===== src/rtl/cpu_pkg.sv =====
`default_nettype none
// ============================================================================
// Module   : cpu_pkg
// Brief    : Shared constants and helpers for the RV32I pipeline stages.
// Revision : 1.0 - initial release
// ============================================================================
package cpu_pkg;

    localparam int             XLEN             = 32;
    localparam logic [XLEN-1:0] NOP_INSTR        = 32'h0000_0013;
    localparam logic [XLEN-1:0] RESET_PC_DEFAULT = 32'h0000_0000;
    localparam logic [XLEN-1:0] PC_STEP          = 32'd4;

    // Instruction fetches are always word aligned.
    function automatic logic [XLEN-1:0] align_pc(input logic [XLEN-1:0] pc);
        return {pc[XLEN-1:2], 2'b00};
    endfunction

endpackage
`default_nettype wire


===== src/rtl/fetch_buffer.sv =====
`default_nettype none
// ============================================================================
// Module   : fetch_buffer
// Brief    : Circular store of {pc, instr, filled}; entries are reserved at
//            request time and filled in order as memory responses return.
// Revision : 1.0 - initial release
// ============================================================================
module fetch_buffer
    import cpu_pkg::*;
#(
    parameter int DEPTH = 2
) (
    input  logic                         clk,
    input  logic                         rst_n,
    input  logic                         i_flush,
    input  logic                         i_push,
    input  logic [XLEN-1:0]              i_push_pc,
    input  logic                         i_fill,
    input  logic [XLEN-1:0]              i_fill_data,
    input  logic                         i_pop,
    output logic                         o_head_valid,
    output logic [XLEN-1:0]              o_head_pc,
    output logic [XLEN-1:0]              o_head_instr,
    output logic [$clog2(DEPTH+1)-1:0]   o_count,
    output logic [$clog2(DEPTH+1)-1:0]   o_unfilled
);

    localparam int c_PTR_W = $clog2(DEPTH);
    localparam int c_CNT_W = $clog2(DEPTH + 1);

    logic [XLEN-1:0]    r_pc    [DEPTH];
    logic [XLEN-1:0]    r_instr [DEPTH];
    logic [DEPTH-1:0]   r_filled;
    logic [c_PTR_W-1:0] r_head;
    logic [c_PTR_W-1:0] r_fill;
    logic [c_PTR_W-1:0] r_tail;
    logic [c_CNT_W-1:0] r_count;
    logic [c_CNT_W-1:0] r_nfilled;

    always_ff @(posedge clk) begin
        if (!rst_n || i_flush) begin
            r_head    <= '0;
            r_fill    <= '0;
            r_tail    <= '0;
            r_count   <= '0;
            r_nfilled <= '0;
            r_filled  <= '0;
        end else begin
            if (i_push) r_tail <= r_tail + c_PTR_W'(1);
            if (i_fill) r_fill <= r_fill + c_PTR_W'(1);
            if (i_pop)  r_head <= r_head + c_PTR_W'(1);

            case ({i_push, i_pop})
                2'b10:   r_count <= r_count + c_CNT_W'(1);
                2'b01:   r_count <= r_count - c_CNT_W'(1);
                default: r_count <= r_count;
            endcase

            case ({i_fill, i_pop})
                2'b10:   r_nfilled <= r_nfilled + c_CNT_W'(1);
                2'b01:   r_nfilled <= r_nfilled - c_CNT_W'(1);
                default: r_nfilled <= r_nfilled;
            endcase

            for (int i = 0; i < DEPTH; i++) begin
                if (i_push && r_tail == c_PTR_W'(i)) r_filled[i] <= 1'b0;
                if (i_fill && r_fill == c_PTR_W'(i)) r_filled[i] <= 1'b1;
                if (i_pop  && r_head == c_PTR_W'(i)) r_filled[i] <= 1'b0;
            end
        end
    end

    // Payload needs no reset: the filled bits alone decide what is visible.
    always_ff @(posedge clk) begin
        if (i_push) r_pc[r_tail]    <= i_push_pc;
        if (i_fill) r_instr[r_fill] <= i_fill_data;
    end

    assign o_head_valid = r_filled[r_head];
    assign o_head_pc    = r_pc[r_head];
    assign o_head_instr = r_instr[r_head];
    assign o_count      = r_count;
    assign o_unfilled   = r_count - r_nfilled;

endmodule
`default_nettype wire


===== src/rtl/fetch_stage.sv =====
`default_nettype none
// ============================================================================
// Module   : fetch_stage
// Brief    : RV32I instruction fetch: PC, in-order imem requests, response
//            buffering and redirect flush with late-response dropping.
// Revision : 1.0 - initial release
// ============================================================================
module fetch_stage
    import cpu_pkg::*;
#(
    parameter logic [XLEN-1:0] RESET_PC = RESET_PC_DEFAULT,
    parameter int              DEPTH    = 2
) (
    input  logic            clk,
    input  logic            rst_n,
    output logic            imem_req_valid,
    input  logic            imem_req_ready,
    output logic [XLEN-1:0] imem_req_addr,
    input  logic            imem_resp_valid,
    input  logic [XLEN-1:0] imem_resp_data,
    input  logic            redirect_valid,
    input  logic [XLEN-1:0] redirect_pc,
    input  logic            id_ready,
    output logic            if_valid,
    output logic [XLEN-1:0] if_instruction,
    output logic [XLEN-1:0] if_pc,
    output logic [XLEN-1:0] if_pc_plus4
);

    localparam int c_CNT_W  = $clog2(DEPTH + 1);
    localparam int c_DROP_W = $clog2(DEPTH) + 6;

    logic [XLEN-1:0]     r_pc;
    logic [c_DROP_W-1:0] r_drop_cnt;

    logic [c_DROP_W-1:0] w_drop_next;
    logic [c_CNT_W-1:0]  w_count;
    logic [c_CNT_W-1:0]  w_unfilled;
    logic                w_head_valid;
    logic [XLEN-1:0]     w_head_pc;
    logic [XLEN-1:0]     w_head_instr;
    logic                w_req_valid;
    logic                w_req_fire;
    logic                w_drop_busy;
    logic                w_resp_drop;
    logic                w_resp_fill;
    logic                w_fill;
    logic                w_pop;

    assign w_req_valid = rst_n & ~redirect_valid & (w_count < c_CNT_W'(DEPTH));
    assign w_req_fire  = w_req_valid & imem_req_ready;
    assign w_drop_busy = (r_drop_cnt != '0);
    assign w_resp_drop = imem_resp_valid & w_drop_busy;
    assign w_resp_fill = imem_resp_valid & ~w_drop_busy & (w_unfilled != '0);
    assign w_fill      = w_resp_fill & ~redirect_valid;
    assign w_pop       = if_valid & id_ready & ~redirect_valid;

    // On redirect every reserved-but-unfilled slot becomes a response to
    // discard, minus the one whose data is arriving (and discarded) right now.
    always_comb begin
        w_drop_next = r_drop_cnt;
        if (w_resp_drop) w_drop_next = r_drop_cnt - c_DROP_W'(1);
        if (redirect_valid) begin
            w_drop_next = w_drop_next + c_DROP_W'(w_unfilled) - c_DROP_W'(w_resp_fill);
        end
    end

    always_ff @(posedge clk) begin
        if (!rst_n) begin
            r_pc       <= RESET_PC;
            r_drop_cnt <= '0;
        end else begin
            r_drop_cnt <= w_drop_next;
            if (redirect_valid) begin
                r_pc <= align_pc(redirect_pc);
            end else if (w_req_fire) begin
                r_pc <= r_pc + PC_STEP;
            end
        end
    end

    fetch_buffer #(
        .DEPTH (DEPTH)
    ) u_fetch_buffer (
        .clk          (clk),
        .rst_n        (rst_n),
        .i_flush      (redirect_valid),
        .i_push       (w_req_fire),
        .i_push_pc    (r_pc),
        .i_fill       (w_fill),
        .i_fill_data  (imem_resp_data),
        .i_pop        (w_pop),
        .o_head_valid (w_head_valid),
        .o_head_pc    (w_head_pc),
        .o_head_instr (w_head_instr),
        .o_count      (w_count),
        .o_unfilled   (w_unfilled)
    );

    assign imem_req_valid = w_req_valid;
    assign imem_req_addr  = r_pc;
    assign if_valid       = rst_n & w_head_valid;
    assign if_instruction = if_valid ? w_head_instr : NOP_INSTR;
    assign if_pc          = if_valid ? w_head_pc : '0;
    assign if_pc_plus4    = if_pc + PC_STEP;

    // A response must either be owed to a flushed request or fill a slot.
    a_resp_expected: assert property (@(posedge clk) disable iff (!rst_n)
        imem_resp_valid |-> (w_drop_busy || (w_unfilled != '0)))
        else $error("fetch_stage: imem response with nothing outstanding");

endmodule
`default_nettype wire


===== config.mk =====
export PLATFORM = sky130hd
export DESIGN_NAME = fetch_stage
export DESIGN_NICKNAME = d
export VERILOG_FILES = /design/src/rtl/cpu_pkg.sv /design/src/rtl/fetch_buffer.sv /design/src/rtl/fetch_stage.sv
export SDC_FILE = /design/constraint.sdc
export NUM_CORES = 1
export LEC_CHECK = 0
export ABC_AREA = 1
export CAP_MARGIN = 0
export CORE_UTILIZATION = 40
export CTS_BUF_LIST = sky130_fd_sc_hd__clkbuf_2
export CTS_CLUSTER_SIZE = 8
export DETAILED_ROUTE_END_ITERATION = 12
export PLACE_DENSITY = 0.66
export SLEW_MARGIN = 0
export SYNTH_ARGS = -nofsm -noshare
export SYNTH_HDL_FRONTEND = slang
export SYNTH_SLANG_ARGS = --single-unit

===== constraint.sdc =====
create_clock -name clk -period 5.04 [get_ports clk]
set_input_delay 1.512 -clock clk [delete_from_list [all_inputs] [get_ports clk]]
set_output_delay 1.512 -clock clk [all_outputs]
set_load 0.03 [all_outputs]

==> impl_metrics.csv <==
group,metric,value,unit
yosys,ys_seq_area_share,52.54,%
clock_network,clock_latency,0.74,ns
yosys,synthFlopType,"edfxtp_1",
hold_path,hp-class,"reg2reg",
floorplanning,start_util,40.68,%
floorplanning,die_area,0.02280,mm2
worst_setup_path,cp_cell_sequence,"dlygate4sd2_1 > inv_2 > a21oi_4 > nand2_4 > clkinv_2 > nand2_4 > clkinvlp_4 > ha_2 > inv_1 > nor3_2 > buf_4 > xor2_2 > buf_4",
clock_network,clock_path_buffers,2,
global_routing,track_usage,20.84,%
yosys,synth-seq-cells,171,
worst_setup_path,critPathLaunchType,"input port",
route,postRouteAntennaNets,0,
worst_setup_path,cp_num_cells,13,
global_routing,grt_max_degree,63,
floorplanning,rows,54,
global_routing,antenna_found_initial,1,
placement,dp_hpwl,17.07,mm
floorplanning,coreArea,0.02182,mm2
yosys,synthCells,1031,
route,drt_iter0_markers,449,
timing,fin_crit_sh,97.36,%
clock_network,cts_tree,"done",
yosys,syn-cell-area,0.008879,mm2
worst_setup_path,cp.required,3.53,ns
yosys,yosysTopAreaCell,"edfxtp_1",
status,status,"complete, no violations",
placement,io_buffers,191,
route,drc,0,
final_layout,fin_nets,1365,
yosys,netlist_top_cells_count,"325 x nand2_1, 124 x edfxtp_1, 99 x nor2_1, 86 x inv_1, 49 x a21oi_1",
global_routing,overflow,0,
yosys,synth_cell_types,41,
job,cap_violations,0,
power,power.leakage,4.759,nW
route,avgViaCountPerCell,4.829,
yosys,synth-warning-count,0,
floorplanning,num_io_pins,200,
clock_network,cts_sinks,171,
timing,worst_slew_pin_slew,0.9563,ns
clock_network,hold_buffers,0,
timing,finalMaxSlewViolations,0,
timing,hold_violations,0,
floorplanning,fp.dieH,151.0,um
power,power.density,256.0,mW/mm2
worst_setup_path,end_kind,"output pin",
worst_setup_path,critPathKind,"in2out",
route,wire_per_inst,14.97,um
final_layout,drive_above_1_share,20.45,%
timing,setup_viol,0,
worst_setup_path,path_max_fanout,6,
global_routing,grt_pass1_wl,36.11,mm
clock_network,h-tree-depth,4,
timing,max_clock_freq,203.8,MHz
yosys,synth_area_leaders,"edfxtp_1 42%, nand2_1 14%, dfxtp_1 11%",
hold_path,hold_depth,2,
route,routed_wl,23.55,mm
worst_setup_path,crit_buf_inv,7,
timing,maxSlewHeadroom,36.10,%
timing,rsz0062_at_grt,"yes",
route,first_pass_iters,5,
worst_setup_path,critPathArrivalTime,3.40,ns
worst_setup_path,cpMaxStageDelayCell,"nor3_2",
power,power.total,3.012,mW
yosys,syn_avg_cell_area,8.612,um2
final_layout,area_delta_synth_final,32.51,%
timing,fin_skew,0.02705,ns
timing,period_minus_slack,4.907,ns
clock_network,cts_buffers,17,
worst_setup_path,crit_family,"buffers and inverters",
worst_setup_path,r2r_cells,18,
yosys,synth_most_common_cell,"nand2_1",
yosys,yosysTopAreaCellShare,41.94,%
worst_setup_path,cpPeakStageDelay,0.31,ns
clock_network,clk_pin_slew,0.26,ns
floorplanning,die_width,151.0,um
yosys,synth_edf_count,124,
route,num_vias,7596,
yosys,ys_async_sr_fraction,0,%
placement,place_congestion,0.9052,
timing,holdWs,0.5356,ns
power,ir_worst_vdd,0.3239,mV
global_routing,grt_pass1_vias,6854,
clock_network,root_buffer,"clkbuf_2",
[layer usage]
metal | up-vias | global-route usage, % | share of wire [%]
met3 | 8 | 3.313 | 6.3
met4 | 0 | 5.400 | 0.49
met1 | 3475 | 28.55 | 45
li1 | 3883 | - | -
met5 | - | 0 | 0
met2 | 230 | 34.24 | 48
[what timing repair did]
item                                    in CTS  in global routing
pin swaps                                    2                  3
setup buffers                                3                  0
resized for setup                           24                 13
endpoints found under the setup margin      23                 14
endpoints found under the hold margin        0                  0
cloned                                       2                  0
[stage by stage]
stage / setup slack (ns) / area, um2 / instances / util [%] / TNS [ns]
floorplan: 0.03976 / 8947 / 1036 / - / 0
global placement: -0.1590 / 11300 / 1534 / 51.79 / -1.721
detailed placement: -0.1795 / 11300 / 1534 / 51.79 / -2.168
CTS: 0.08304 / 11720 / 1571 / 53.69 / 0
global route: -0.04180 / 11770 / 1573 / 53.91 / -0.08341
finish: 0.1330 / 11770 / 1573 / 53.91 / 0
[sequential cells by signal, summed over array words and instances (netlist names), named ones only]
signal / flops
u_fetch_buffer.r_instr: 64
u_fetch_buffer.r_pc: 60
imem_req_addr: 30
r_drop_cnt: 7
u_fetch_buffer.o_count: 2
u_fetch_buffer.r_filled: 2
u_fetch_buffer.r_nfilled: 2
u_fetch_buffer.r_fill: 1
u_fetch_buffer.r_head: 1
u_fetch_buffer.r_tail: 1
[cells by family after synthesis]
family          after synthesis  synth area share, %
flops                       171                52.54
buf+inv                     132                6.356
other cells                   1              0.04224
fa+ha+maj                    17                2.480
simple gates                537                25.52
compound gates              128                8.625
xor+xnor                     45                4.439
[path summary, 6_finish.rpt]
kind	start	to	slack [ns]
setup / recovery	rst_n	if_pc_plus4[8]	0.13
hold / removal	u_fetch_buffer.o_count[0]$_SDFFE_PP0P_	u_fetch_buffer.o_count[0]$_SDFFE_PP0P_	0.54
setup reg to reg	r_drop_cnt[0]$_SDFF_PN0_	r_drop_cnt[5]$_SDFF_PN0_	2.10
hold reg to reg	u_fetch_buffer.o_count[0]$_SDFFE_PP0P_	u_fetch_buffer.o_count[0]$_SDFFE_PP0P_	0.54
[area by class of cell]
type | count | area, um2
inverter | 94 | 357.8
timing repair buffer | 261 | 2283
clock inverter | 15 | 168.9
clock buffer | 17 | 85.08
antenna | 2 | 5.005
tap | 280 | 350.3
multi-input combinational | 733 | 3849
fill | 2033 | 10060
sequential | 171 | 4666
[power breakdown]
| part | leakage [nW] | switching (mW) | internal (mW) |
|---|---|---|---|
| Combinational | 3.11 | 0.400 | 0.276 |
| Sequential | 1.50 | 0.0595 | 1.56 |
| Clock | 0.145 | 0.551 | 0.168 |
[tightest hold or removal path: cells and delay by family, from the launching register on]
| family | cells | cell delay (ns) |
|---|---|---|
| AO/OA/AOI/OAI | 1 | 0.07 |
| buffers and inverters | 1 | 0.09 |
| flip-flops | 1 | 0.38 |
[layout by cell type, fill, tap and decap left out, types with 4 or more instances in the layout]
master           count
nand2_1            319
buf_4              154
edfxtp_1           124
clkdlybuf4s50_1    100
nor2_1              85
inv_1               84
a21oi_1             49
dfxtp_1             46
nand3_1             45
xor2_1              28
o21ai_0             25
nor2_2              25
a21boi_0            23
nor2_4              20
nor3_1              17
clkbuf_2            17
a31oi_1             16
ha_1                15
xnor2_1             11
nand4_1              9
inv_2                7
conb_1               6
o22ai_1              4
nand2_2              4
inv_6                4
inv_8                4
clkinv_8             4
No activity file was read; power rests on OpenSTA's default activity.
